File: src/rtl/peak_extractor.sv
// Peak extractor: triggers on a trapezoid filter pulse, averages its flat top and
// presents amplitude, trigger timestamp and clip flag through a valid/ready result register.
module peak_extractor #(
  parameter int SIZE_FILTER_DATA = 16,
  parameter int THRESHOLD        = 100,
  parameter int HYST             = 10,
  parameter int RISE_TIME        = 4,
  parameter int FLAT_LOG2        = 2,
  parameter int TS_WIDTH         = 32
) (
  input  logic                        clk,
  input  logic                        reset,
  input  logic [SIZE_FILTER_DATA-1:0] filter_data,
  input  logic                        peak_ready,
  output logic                        peak_valid,
  output logic [SIZE_FILTER_DATA-1:0] peak_amp,
  output logic [TS_WIDTH-1:0]         peak_time,
  output logic                        peak_clip,
  output logic [7:0]                  drop_count
);

  localparam int ACC_W  = SIZE_FILTER_DATA + FLAT_LOG2;
  localparam int FCNT_W = FLAT_LOG2 + 1;

  localparam logic [SIZE_FILTER_DATA-1:0] TRIG_LVL   = SIZE_FILTER_DATA'(THRESHOLD);
  localparam logic [SIZE_FILTER_DATA-1:0] REARM_LVL  = SIZE_FILTER_DATA'(THRESHOLD - HYST);
  localparam logic [SIZE_FILTER_DATA-1:0] FULL_SCALE = '1;
  localparam logic [7:0]                  RISE_LAST  = 8'(RISE_TIME - 1);
  localparam logic [FCNT_W-1:0]           FLAT_LAST  = FCNT_W'((1 << FLAT_LOG2) - 1);

  localparam logic [1:0] ST_IDLE = 2'd0;
  localparam logic [1:0] ST_RISE = 2'd1;
  localparam logic [1:0] ST_FLAT = 2'd2;
  localparam logic [1:0] ST_FALL = 2'd3;

  // A one-sample rise means the trigger sample already completes the rise.
  localparam logic [1:0] ST_AFTER_TRIG = (RISE_TIME == 1) ? ST_FLAT : ST_RISE;

  logic [1:0]          r_state;
  logic                r_arm;
  logic [TS_WIDTH-1:0] r_ts;
  logic [TS_WIDTH-1:0] r_pend_time;
  logic [7:0]          r_rise_cnt;
  logic [FCNT_W-1:0]   r_flat_cnt;
  logic [ACC_W-1:0]    r_acc;
  logic                r_clip;

  logic                        w_low;
  logic                        w_high;
  logic                        w_trigger;
  logic                        w_flat_last;
  logic                        w_sample_clip;
  logic                        w_accept;
  logic [ACC_W-1:0]            w_sum;
  logic [SIZE_FILTER_DATA-1:0] w_avg;

  assign w_low         = (filter_data <= REARM_LVL);
  assign w_high        = (filter_data > TRIG_LVL);
  assign w_trigger     = (r_state == ST_IDLE) && r_arm && w_high;
  assign w_flat_last   = (r_state == ST_FLAT) && !w_low && (r_flat_cnt == FLAT_LAST);
  assign w_sample_clip = (filter_data == FULL_SCALE);
  assign w_accept      = !peak_valid || peak_ready;
  assign w_sum         = r_acc + ACC_W'(filter_data);
  assign w_avg         = w_sum[ACC_W-1:FLAT_LOG2];

  always_ff @(posedge clk or posedge reset) begin
    if (reset) begin
      r_ts <= '0;
    end else begin
      r_ts <= r_ts + TS_WIDTH'(1);
    end
  end

  // Event sequencer; a low sample during rise or flat abandons the event without re-arming.
  always_ff @(posedge clk or posedge reset) begin
    if (reset) begin
      r_state     <= ST_IDLE;
      r_arm       <= 1'b0;
      r_pend_time <= '0;
      r_rise_cnt  <= '0;
      r_flat_cnt  <= '0;
      r_acc       <= '0;
      r_clip      <= 1'b0;
    end else begin
      case (r_state)
        ST_IDLE: begin
          r_acc      <= '0;
          r_flat_cnt <= '0;
          r_clip     <= 1'b0;
          if (w_low) begin
            r_arm <= 1'b1;
          end else if (w_trigger) begin
            r_arm       <= 1'b0;
            r_pend_time <= r_ts;
            r_rise_cnt  <= 8'd1;
            r_state     <= ST_AFTER_TRIG;
          end
        end
        ST_RISE: begin
          if (w_low) begin
            r_state <= ST_IDLE;
          end else if (r_rise_cnt == RISE_LAST) begin
            r_state <= ST_FLAT;
          end else begin
            r_rise_cnt <= r_rise_cnt + 8'd1;
          end
        end
        ST_FLAT: begin
          if (w_low) begin
            r_state <= ST_IDLE;
          end else if (r_flat_cnt == FLAT_LAST) begin
            r_state    <= ST_FALL;
            r_acc      <= '0;
            r_flat_cnt <= '0;
            r_clip     <= 1'b0;
          end else begin
            r_acc      <= w_sum;
            r_flat_cnt <= r_flat_cnt + FCNT_W'(1);
            r_clip     <= r_clip | w_sample_clip;
          end
        end
        ST_FALL: begin
          if (w_low) begin
            r_state <= ST_IDLE;
            r_arm   <= 1'b1;
          end
        end
        default: r_state <= ST_IDLE;
      endcase
    end
  end

  // A held, unaccepted result wins over a new one; the newcomer is only counted.
  always_ff @(posedge clk or posedge reset) begin
    if (reset) begin
      peak_valid <= 1'b0;
      peak_amp   <= '0;
      peak_time  <= '0;
      peak_clip  <= 1'b0;
      drop_count <= '0;
    end else if (w_flat_last) begin
      if (w_accept) begin
        peak_valid <= 1'b1;
        peak_amp   <= w_avg;
        peak_time  <= r_pend_time;
        peak_clip  <= r_clip | w_sample_clip;
      end else if (drop_count != 8'hFF) begin
        drop_count <= drop_count + 8'd1;
      end
    end else if (peak_valid && peak_ready) begin
      peak_valid <= 1'b0;
    end
  end

endmodule

File: config.mk
export PLATFORM = sky130hd
export DESIGN_NAME = peak_extractor
export DESIGN_NICKNAME = d
export VERILOG_FILES = /design/src/rtl/peak_extractor.sv
export SDC_FILE = /design/constraint.sdc
export NUM_CORES = 1
export LEC_CHECK = 0
export ABC_CLOCK_PERIOD_IN_PS = 6510
export BUFFER_PORTS_ARGS = -buffer_cell sky130_fd_sc_hd__buf_4
export CORE_MARGIN = 2
export CORE_UTILIZATION = 58
export CTS_BUF_LIST = sky130_fd_sc_hd__clkbuf_16
export CTS_CLUSTER_SIZE = 16
export DETAILED_ROUTE_END_ITERATION = 8
export GPL_ROUTABILITY_DRIVEN = 0
export PLACE_DENSITY = 0.79
export SKIP_CTS_REPAIR_TIMING = 1
export SLEW_MARGIN = 20
export SYNTH_ARGS = -nofsm -noshare
export SYNTH_HDL_FRONTEND = slang
export SYNTH_SLANG_ARGS = --single-unit
export TNS_END_PERCENT = 20
File: constraint.sdc
create_clock -name clk -period 6.51 [get_ports clk]
set_clock_uncertainty 0.2 [all_clocks]
set_input_delay 1.302 -clock clk [delete_from_list [all_inputs] [get_ports clk]]
set_output_delay 1.302 -clock clk [all_outputs]
set_load 0.01 [all_outputs]
==> metrics.md, run 1 <==
| Metric | Value |
|---|---|
| Clock slew at reported path FFs | `60 ps` |
| DRT Wirelength | `14300 um` |
| Commonest non-fill, non-tap cell in the layout | `nand2_1` |
| Hold Path Class | `reg2reg` |
| Total I/O pin count | `just under 80` |
| DR WL/cell | `15.0 um` |
| Clk pwr share | `about 37%` |
| Via Count | `5262` |
| Design area | `0.00826 mm2` |
| Core footprint | `0.0119 mm2` |
| Int Pwr | `1.91 mW` |
| Largest family of logic cells by synthesized area | `simple AND/OR/NAND/NOR gates` |
| Cell Area, Synth | `0.00699 mm2` |
| Maximum buffer depth of the clock tree | `2` |
| Multi-input logic area | `0.00295 mm2` |
| Area after DPL | `0.00767 mm2` |
| Worst Reg2Reg Path Length in Cells | `9` |
| Number of synthesized flops with an enable pin | `0` |
| RSZ-0062 raised after global routing | `false` |
| Final setup viols | `0` |
| Cells after synthesis | `725` |
| Leakage power total | `4.33 nW` |
| First-pass GRT wire length | `roughly 25000 um` |
| # rows | `40` |
| Final Hold Fails | `0` |
| Worst-path maximum fanout | `4` |
| Commonest non-fill, non-tap cells in the layout | `nand2_1 (249), dfrtp_1 (155), buf_4 (80), o21ai_0 (37), xnor2_1 (35)` |
| # fillers | `just over 900` |
| Critical path class | `in2reg` |
| Tcrit/Tclk final | `53.2%` |
| Synthesis-to-layout area growth | `18.1%` |
| Async S/R FF share, synth | `100%` |
| Finished Core Util | `69.3%` |
| Peak VDD IR | `roughly 0.22 mV` |
| Total grt overflow | `0` |
| Share of cells above drive strength 1 | `15.3%` |
| Post-Synth Simple-Gate Area | `22.6%` |
| CTS tree | `done` |
| Seq. cell area | `a little under 0.004 mm2` |
| Bufs and invs on worst path | `1` |
| Warnings, synthesis | `0` |
| Total Power | `about 2.7 mW` |
| Transition time of the tightest slew-check pin | `873 ps` |
| Crit end category | `flip-flop` |
| DR DRC count | `0` |
| Syn_nets | `765` |
| Element type at the critical path start | `primary input` |
| Compound-Gate Fraction of Synth Area | `under 10%` |
| Initial antenna violation count | `0` |
| Post-synthesis register bit count | `155` |
| Library cells used by synthesis | `52` |
| Max_slew headroom | `41.8%` |
| Setup TNS | `0 ps` |
| Worst R2R Setup Slack | `3690 ps` |
| Pwr/cell area | `322 mW/mm2` |
| Max Cap Violations | `0` |
| Sw power | `0.747 mW` |
| Largest net degree at the start of global routing | `103` |
| CP delay by family, top | `compound AO/OA/AOI/OAI gates` |
| Fmax | `0.289 GHz` |
| Gate power share | `21.2%` |
| Vias in the first global route | `5282` |
| Worst-Skew Late Latency | `420 ps` |
| Layout net count | `about 840` |
| Vias per cell | `about 5.5` |
| Min cycle time layout | `3460 ps` |
| DR pass1 iterations | `5` |
| Ys flop type | `dfrtp_1` |
| DRT iter0 DRCs | `387` |
| CP arrival | `3620 ps` |
| Clock Tree Root | `clkbuf_16` |
| I/O Buffers | `76` |
| Final Max Tran Viols | `0` |
| Sw frac | `28.1%` |
| Xor/xnor share of the synthesized area | `7.14%` |
| Max stage delay on crit path | `500 ps` |
| Status | `completed` |
| # H-tree levels | `4` |
| Sequential fraction of the synthesis area | `a little under three fifths` |
| Cell breakdown of the critical path | `buf_4 > ha_1 > fa_1 > a21o_1 > a21boi_0 > o21ai_2 > a21oi_4 > nor2_2 > or4_1 > nand4_1` |
| Number of diodes | `0` |
| CP max-delay cell | `or4_1` |
| Post-route ant nets | `0` |
| Avg Cell Area, Syn | `9.64 um2` |
| Seq pwr share | `41.4%` |
| Adder-cell share of the synthesized area | `3.87%` |
| Die H | `about 110 um` |
| Gr usage total | `23.9%` |
| Multiplexer share of the synthesized area | `less than 1%` |
| Starting density of the core | `58.7%` |
| Die area | `0.0129 mm2` |
| Crit. path cell count | `10` |
| Hold path depth | `2` |
| Dpl hpwl | `9430 um` |
| Cts bufs inserted | `17` |
| Die width | `114 um` |
| Critical Path RT | `6670 ps` |
| TritonCTS sink count | `155` |
per-layer routing:
metal	part of all wire, %	global-route usage [%]	up-vias
met5	0	0	-
met4	1.6	9.19	0
met3	4.8	5.63	25
met2	47	38.2	141
met1	46	32.2	2563
li1	-	-	2533
cell usage after synthesis (3+ instances only):
cell	count	share of area [%]
a31oi_1	4	0.36
ha_1	20	3.6
nand2_1	249	13
and3_1	17	1.5
clkbuf_1	21	1.1
inv_1	13	0.70
o21ai_0	37	2.6
a21oi_1	12	0.86
nand3_1	27	1.9
buf_2	5	0.36
and2_1	3	0.27
xnor2_1	35	4.4
xor2_1	22	2.8
nand4_1	11	0.98
nor2b_1	5	0.45
o21bai_1	4	0.43
nor3_1	3	0.21
dfrtp_1	155	55
mux2_2	4	0.64
a22o_1	4	0.50
nor2_1	27	1.4
a21o_1	6	0.64
nor4_1	3	0.27
cells by family (layout without fill, tap and decap cells):
group	Yosys count	after routing
fa+ha+maj	21	21
simple gates	363	363
mux	4	4
compound gates	84	84
buf+inv	41	125
xor+xnor	57	57
flops	155	155
sequential cells by signal, indices dropped and copies added, names as in the netlist:
| signal | count |
|---|---|
| r_state | 2 |
| r_pend_time | 32 |
| r_arm | 1 |
| peak_time | 32 |
| peak_clip | 1 |
| r_rise_cnt | 8 |
| r_flat_cnt | 3 |
| drop_count | 8 |
| r_ts | 32 |
| peak_amp | 16 |
| r_acc | 18 |
| r_clip | 1 |
| peak_valid | 1 |
power by group through the flow:
stage	combinational [mW]	clock, mW	sequential, mW
final	0.563	0.992	1.10
after global routing	0.636	1.05	1.11
after CTS	0.562	1.00	1.10
after detailed placement	0.557	0	1.12
after global placement	0.533	0	1.11
after floorplan	0.420	0	1.10
tightest hold or removal path, delay by kind of cell (launching register included):
kind	cells	cell delay, ps
flip-flops	1	340
AND/OR/NAND/NOR	2	100
metrics by stage:
stage	setup slack [ps]	cells	hold slack (ps)
finish	3050	956	268
CTS	3050	956	272
detailed placement	2620	924	258
global route	2810	956	298
floorplan	830	725	239
global placement	2660	924	256
path summary, 6_finish.rpt:
check,from,endpoint
max in group asynchronous,reset,r_acc[10]
hold / removal,r_pend_time[23],peak_time[23]
min in group asynchronous,reset,peak_time[10]
hold reg to reg,r_pend_time[23],peak_time[23]
setup / recovery,filter_data[0],peak_amp[14]
setup reg to reg,r_acc[0],peak_amp[14]
cell type report:
cell class,instances,area share (%)
clock buffers,17,5.15
flip-flops and latches,155,47.0
multi-input cells,529,35.7
inverters,13,0.652
clock inverters,15,2.00
well taps,147,2.23
repair buffers,80,7.27
No activity file was read; power rests on OpenSTA's default activity.
==> run 2, diff against run 1 <==
--- a/config.mk
+++ b/config.mk
@@ -5,15 +5,16 @@
 export SDC_FILE = /design/constraint.sdc
 export NUM_CORES = 1
 export LEC_CHECK = 0
-export ABC_CLOCK_PERIOD_IN_PS = 6510
+export ABC_AREA = 1
+export ABC_CLOCK_PERIOD_IN_PS = 3600
 export BUFFER_PORTS_ARGS = -buffer_cell sky130_fd_sc_hd__buf_4
 export CORE_MARGIN = 2
-export CORE_UTILIZATION = 58
+export CORE_UTILIZATION = 59
 export CTS_BUF_LIST = sky130_fd_sc_hd__clkbuf_16
 export CTS_CLUSTER_SIZE = 16
 export DETAILED_ROUTE_END_ITERATION = 8
 export GPL_ROUTABILITY_DRIVEN = 0
-export PLACE_DENSITY = 0.79
+export PLACE_DENSITY = 0.8
 export SKIP_CTS_REPAIR_TIMING = 1
 export SLEW_MARGIN = 20
 export SYNTH_ARGS = -nofsm -noshare
==> constraint.sdc (replaced) <==
create_clock -name clk -period 3.6 [get_ports clk]
set_clock_uncertainty 0.2 [all_clocks]
set_input_delay 0.72 -clock clk [delete_from_list [all_inputs] [get_ports clk]]
set_output_delay 0.72 -clock clk [all_outputs]
set_load 0.01 [all_outputs]
==> run 2 against run 1 <==
  * Worst hold slack got worse by 10 ps
  * Global-route usage increased by 1.4 points
  * Sequential share of layout area decreased by 4.1 points
  * Non-clock buffer count increased by 5
  * Highest routed layer unchanged
  * Largest cell class unchanged
  * Combinational power increased to 2.5 times the previous value
  * Critical path depth increased by 1
  * Wire length increased by 18%
  * Via count increased by 24%
  * Cell count increased by 31%
  * First-iteration DRC count increased by 59%
  * Final area increased by 9.6%
==> metrics.md, run 2 <==
| Metric | Value |
|---|---|
| Sequential fraction of the synthesis area | `50.1% (-5.3 points)` |
| Area after DPL | `0.00851 mm2 (+11%)` |
| Worst-path maximum fanout | `30 (+26)` |
| Hold Path Class | `in2async` |
| Synth top cells by count | `nand2_1 (433), dfrtp_1 (155), inv_1 (87)` |
| Transition time of the tightest slew-check pin | `831 ps (-42.2 ps)` |
| DRT Wirelength | `16900 um (+18%)` |
| Vias per cell | `5.21 (-5.3%)` |
| Top Registers | `peak_time x32, r_pend_time x32, r_ts x32` |
| Commonest non-fill, non-tap cell in the layout | `nand2_1` |
| Cts bufs inserted | `17 (unchanged)` |
| Share of cells above drive strength 1 | `12.6% (-2.7 points)` |
| Die width | `119 um (+4.1%)` |
| Worst slack, placed | `814 ps (-1800 ps)` |
| Number of diodes | `0 (unchanged)` |
| # fillers | `1033 (+12%)` |
| Vias in the first global route | `6169 (+17%)` |
| Clock Tree Root | `clkbuf_16` |
| Initial antenna violation count | `0 (unchanged)` |
| # rows | `41 (+2.5%)` |
| Max Cap Violations | `0 (unchanged)` |
| Critical Path RT | `3760 ps (-2910 ps)` |
| Finished Core Util | `71.1% (+1.8 points)` |
| Total grt overflow | `0 (unchanged)` |
| Crit end category | `flip-flop` |
| DR pass1 iterations | `5 (unchanged)` |
| Via Count | `6516 (+24%)` |
| Cell Area, Synth | `0.00774 mm2 (+11%)` |
| CTS tree | `done` |
| Async S/R FF share, synth | `100% (unchanged)` |
| Warnings, synthesis | `0 (unchanged)` |
| Seq. cell area | `0.00388 mm2 (unchanged)` |
| Commonest non-fill, non-tap cells in the layout | `nand2_1 (433), dfrtp_1 (155), inv_1 (86), buf_4 (82), nor2_1 (63)` |
| Worst Setup Slack, final | `1270 ps (-1770 ps)` |
| Ranking of synthesized cells by area | `dfrtp_1 (50%), nand2_1 (21%), xor2_1 (4.4%)` |
| Pwr/cell area | `569 mW/mm2 (+77%)` |
| Multi-input logic area | `0.00339 mm2 (+15%)` |
| Final Hold Fails | `0 (unchanged)` |
| Avg Cell Area, Syn | `7.87 um2 (-18%)` |
| DR DRC count | `0 (unchanged)` |
| Leakage power total | `4.94 nW (+14%)` |
| Final setup viols | `0 (unchanged)` |
| Dpl hpwl | `12200 um (+29%)` |
| Post-route ant nets | `0 (unchanged)` |
| Total I/O pin count | `77 (unchanged)` |
| Clock slew at reported path FFs | `60 ps (about the same)` |
| TritonCTS sink count | `155 (unchanged)` |
| Design area | `0.00905 mm2 (+9.6%)` |
| # H-tree levels | `4 (unchanged)` |
| Synthesis-to-layout area growth | `16.9%` |
| Min cycle time layout | `2330 ps` |
| Count leader, synth | `nand2_1` |
| Die area | `0.0140 mm2 (+8.5%)` |
| Element type at the critical path start | `primary input` |
| Non-filler instance count after layout | `1250 (+31%)` |
| Largest net degree at the start of global routing | `52 (-50%)` |
| Post-synthesis register bit count | `155 (unchanged)` |
| RSZ-0062 raised after global routing | `false` |
| DRT iter0 DRCs | `615 (+59%)` |
| Syn_nets | `1023 (+34%)` |
| Maximum buffer depth of the clock tree | `2 (unchanged)` |
| Layout net count | `1106 (+32%)` |
| Core footprint | `0.0127 mm2 (+6.8%)` |
| Worst Reg2Reg Path Length in Cells | `12 (+3)` |
| Max_slew headroom | `44.5% (+2.7 points)` |
| Synth top area share | `50.1% (-5.3 points)` |
| Final Max Tran Viols | `0 (unchanged)` |
| Cells after synthesis | `983 (+36%)` |
| Setup TNS | `0 ps (unchanged)` |
| Worst-Skew Late Latency | `420 ps (about the same)` |
| CP arrival | `2490 ps (-1130 ps)` |
| Status | `completed` |
| Gr usage total | `25.4% (+1.4 points)` |
| Peak VDD IR | `0.365 mV (+64%)` |
| Number of synthesized flops with an enable pin | `0 (unchanged)` |
| DR WL/cell | `13.5 um (-9.9%)` |
| # placed instances | `1219 (+32%)` |
| Starting density of the core | `60.8% (+2.1 points)` |
| Library cells used by synthesis | `34 (-35%)` |
| First-pass GRT wire length | `28600 um (+16%)` |
| Ys flop type | `dfrtp_1` |
| Largest area contributor in the netlist | `dfrtp_1` |
| Critical path class | `in2reg` |
| Die H | `119 um (+4.1%)` |
| I/O Buffers | `76 (unchanged)` |
| Fmax | `about 0.43 GHz` |
| Tcrit/Tclk final | `64.6%` |
==> run 2: final cells by class <==
class / count / share of cell area [%]
inverter: 92 / 3.86
clock buffer: 17 / 4.70
multi-input combinational: 715 / 37.5
sequential: 155 / 42.9
clock inverter: 14 / 1.23
tap: 172 / 2.38
timing repair buffer: 85 / 7.47
==> run 2: kinds of logic after synthesis <==
logic type	count (synthesis)	share of synthesized area [%]
compound gates	54	3.57
xor+xnor	46	5.21
fa+ha+maj	21	3.49
buf+inv	113	6.08
flops	155	50.1
simple gates	594	31.5
==> run 2: where the power goes <==
group          total, mW  leakage (nW)  switching [mW]  internal [mW]
clock               1.64         0.258           0.744          0.892
sequential          2.10          2.11           0.140           1.96
combinational       1.41          2.57           0.908          0.499
==> run 2: per-layer routing <==
layer  track usage, %  wire [um]  up-vias
met1             32.9       7660     3071
met4             8.41        297        0
li1                 -          -     3238
met5                0          0        -
met2             42.4       8180      176
met3             5.55        753       31
==> run 2: critical path: stages <==
cell,delay (ps)
buf_4,120
nor2_1,120
nand2_1,90
nor2_2,250
nand2_1,170
nand4_4,150
nor2_4,40
inv_2,420
buf_4,280
nand2_1,80
nand2_1,60
==> run 2: through the flow <==
stage	hold WS [ps]	power (mW)
floorplan	234	3.09
global placement	256	3.49
detailed placement	259	3.52
CTS	270	5.17
global route	294	5.46
finish	257	5.14
==> run 2: final timing paths <==
kind / startpoint / endpoint / slack [ps]
max: filter_data[12] / peak_time[25] / 1270
min: reset / peak_amp[13] / 260
max reg2reg: r_acc[0] / peak_amp[8] / 1400
min reg2reg: peak_amp[6] / peak_amp[6] / 270
max in group asynchronous: reset / r_pend_time[28] / 2190
min in group clk: peak_amp[6] / peak_amp[6] / 270
==> run 3, diff against run 2 <==
--- a/config.mk
+++ b/config.mk
@@ -6,15 +6,15 @@
 export NUM_CORES = 1
 export LEC_CHECK = 0
 export ABC_AREA = 1
-export ABC_CLOCK_PERIOD_IN_PS = 3600
+export ABC_CLOCK_PERIOD_IN_PS = 2029
 export BUFFER_PORTS_ARGS = -buffer_cell sky130_fd_sc_hd__buf_4
 export CORE_MARGIN = 2
-export CORE_UTILIZATION = 59
+export CORE_UTILIZATION = 54
 export CTS_BUF_LIST = sky130_fd_sc_hd__clkbuf_16
 export CTS_CLUSTER_SIZE = 16
 export DETAILED_ROUTE_END_ITERATION = 8
 export GPL_ROUTABILITY_DRIVEN = 0
-export PLACE_DENSITY = 0.8
+export PLACE_DENSITY = 0.77
 export SKIP_CTS_REPAIR_TIMING = 1
 export SLEW_MARGIN = 20
 export SYNTH_ARGS = -nofsm -noshare
==> constraint.sdc (replaced) <==
create_clock -name clk -period 2.03 [get_ports clk]
set_clock_uncertainty 0.2 [all_clocks]
set_input_delay 0.406 -clock clk [delete_from_list [all_inputs] [get_ports clk]]
set_output_delay 0.406 -clock clk [all_outputs]
set_load 0.01 [all_outputs]
==> run 3 against run 2 <==
  * Worst setup slack worse by 1200 ps
  * Worst hold slack got worse by 190 ps
  * Flip-flop and latch count unchanged
  * Critical path type is now reg2reg
  * Largest power group unchanged
==> metrics.md, run 3 (synthesis results as in run 2) <==
| Metric | Value |
|---|---|
| Final setup viols | `0 (unchanged)` |
| Transition time of the tightest slew-check pin | `528 ps (-303 ps)` |
| Met1 Track Usage GR | `30.2% (-2.7 points)` |
| CP delay by family, top | `simple AND/OR/NAND/NOR gates` |
| Layout net count | `1159 (+4.8%)` |
| Top Usage Layer GRT | `met2` |
| Critical path class | `reg2reg` |
| RSZ-0062 raised after global routing | `true` |
| Total I/O pin count | `77 (unchanged)` |
| Worst-path maximum fanout | `3 (-90%)` |
| Clock Tree Root | `clkbuf_16` |
| Total grt overflow | `0 (unchanged)` |
| Share of cells above drive strength 1 | `18.6% (+6.0 points)` |
| I/O Buffers | `76 (unchanged)` |
| Status | `completed` |
| Dpl hpwl | `12700 um (+4.1%)` |
| Commonest non-fill, non-tap cell in the layout | `nand2_1` |
| # H-tree levels | `4 (unchanged)` |
| CP max-delay cell | `dfrtp_1` |
| Maximum buffer depth of the clock tree | `2 (unchanged)` |
| Max Cap Violations | `0 (unchanged)` |
| Peak VDD IR | `0.674 mV (+85%)` |
| Crit end category | `flip-flop` |
| Max_slew headroom | `64.8% (+20 points)` |
| Fmax | `0.500 GHz` |
| Vias in the first global route | `6406 (+3.8%)` |
| Element type at the critical path start | `flip-flop` |
| Hold_ws | `66.7 ps (-191 ps)` |
| Leakage power total | `5.23 nW (+5.9%)` |
| Post-route ant nets | `0 (unchanged)` |
| Core footprint | `0.0139 mm2 (+9.5%)` |
| Area after DPL | `0.00896 mm2 (+5.3%)` |
| Top Registers | `peak_time x32, r_pend_time x32, r_ts x32` |
| DR WL/cell | `13.7 um (+1.5%)` |
| Bufs and invs on worst path | `0 (-3)` |
| Cts bufs inserted | `17 (unchanged)` |
| DR pass1 iterations | `8 (+3)` |
| Initial antenna violation count | `0 (unchanged)` |
| Via Count | `6747 (+3.5%)` |
| CP dominant cell by count | `nand2_1` |
| Design area | `0.00968 mm2 (+7.0%)` |
| Tcrit/Tclk final | `98.6%` |
| Critical Path RT | `2190 ps (-1570 ps)` |
| Gr usage total | `24.5% (-0.82 points)` |
| CTS tree | `done` |
| Final Max Tran Viols | `0 (unchanged)` |
| Number of diodes | `0 (unchanged)` |
| Die width | `124 um (+4.4%)` |
| DRT Wirelength | `18000 um (+6.6%)` |
| Synthesis-to-layout area growth | `25.2%` |
| Min cycle time layout | `2000 ps` |
| Hold Path Class | `in2reg` |
| # rows | `43 (+4.9%)` |
| Largest net degree at the start of global routing | `85 (+63%)` |
| Starting density of the core | `55.5% (-5.3 points)` |
| Die H | `124 um (+4.4%)` |
| Max stage delay on crit path | `390 ps (-30 ps)` |
| Cell breakdown of the critical path | `ha_2 > fa_2 > nand3_1 > nand2_2 > nand2_1 > nand2_2 > xor2_1 > nand2_1 > nand2_1` |
| First-pass GRT wire length | `29200 um (+2.1%)` |
| CP arrival | `2160 ps (-330 ps)` |
| Final Hold Fails | `0 (unchanged)` |
| TritonCTS sink count | `155 (unchanged)` |
| DRT iter0 DRCs | `453 (-26%)` |
| Clock slew at reported path FFs | `70 ps (about the same)` |
| M3 GR Usage | `6.36% (+0.81 points)` |
| Vias per cell | `5.14 (-1.3%)` |
| Pwr/cell area | `1020 mW/mm2 (+79%)` |
| DR DRC count | `0 (unchanged)` |
| Die area | `0.0153 mm2 (+8.9%)` |
| Commonest non-fill, non-tap cells in the layout | `nand2_1 (427), dfrtp_1 (155), buf_4 (130), inv_1 (87), nor2_1 (61)` |
| Worst-Skew Late Latency | `420 ps (about the same)` |
| Met2 GRT Util | `42.1% (-0.24 points)` |
run 3: cell types whose count changed in the layout (fill, tap and decap cells not counted), sizes merged:
cell	change
inv	+1
buf	+52
bufinv	+1
dlygate4sd3	+1
clkinvlp	+1
clkinv	-2
run 3: path summary, 6_finish.rpt:
check | start | endpoint | slack [ps] | cells past startpoint
setup / recovery | r_acc[0] | peak_amp[6] | 30 | 9
hold / removal | peak_ready | peak_valid | 70 | 4
setup reg to reg | r_acc[0] | peak_amp[6] | 30 | 9
hold reg to reg | peak_amp[1] | peak_amp[1] | 270 | 2
max in group asynchronous | reset | r_pend_time[26] | 710 | 4
min in group asynchronous | reset | r_acc[15] | 480 | 4
run 3: stage by stage:
step                      total power, mW  setup TNS, ps  util, %  setup WS [ps]  cells
after floorplan                      5.47         -82910        -           -535    983
after global placement               6.52          -2050     64.3           -150   1279
after detailed placement             6.59          -4120     64.3           -206   1279
after CTS                            9.72           -288     68.5          -44.0   1311
after global routing                 10.4           -397     69.5           -102   1312
final                                9.87              0     69.5           28.9   1312
run 3: power by group:
group | internal [mW] | switching (mW) | total (mW)
registers | 3.47 | 0.264 | 3.74
logic | 1.25 | 1.77 | 3.02
clock network | 1.73 | 1.38 | 3.11
run 3: cell type report:
| cell class | instances | area, um2 |
|---|---|---|
| Fill cell | 1101 | 4250 |
| Sequential cell | 155 | 3880 |
| Multi-Input combinational cell | 715 | 3520 |
| Timing Repair Buffer | 138 | 1130 |
| Clock buffer | 17 | 425 |
| Inverter | 92 | 349 |
| Tap cell | 180 | 225 |
| Clock inverter | 15 | 158 |
run 3: tightest hold or removal path, delay by kind of cell:
family / cells / cell delay, ps
and+or+nand+nor: 2 / 110
buffers and inverters: 2 / 140
run 3: layer usage:
| layer | routed length, um | up-vias | part of all wire [%] |
|---|---|---|---|
| li1 | - | 3333 | - |
| met1 | 7720 | 3186 | 43 |
| met2 | 9070 | 191 | 50 |
| met3 | 856 | 37 | 4.8 |
| met4 | 357 | 0 | 2.0 |
| met5 | 0 | - | 0 |
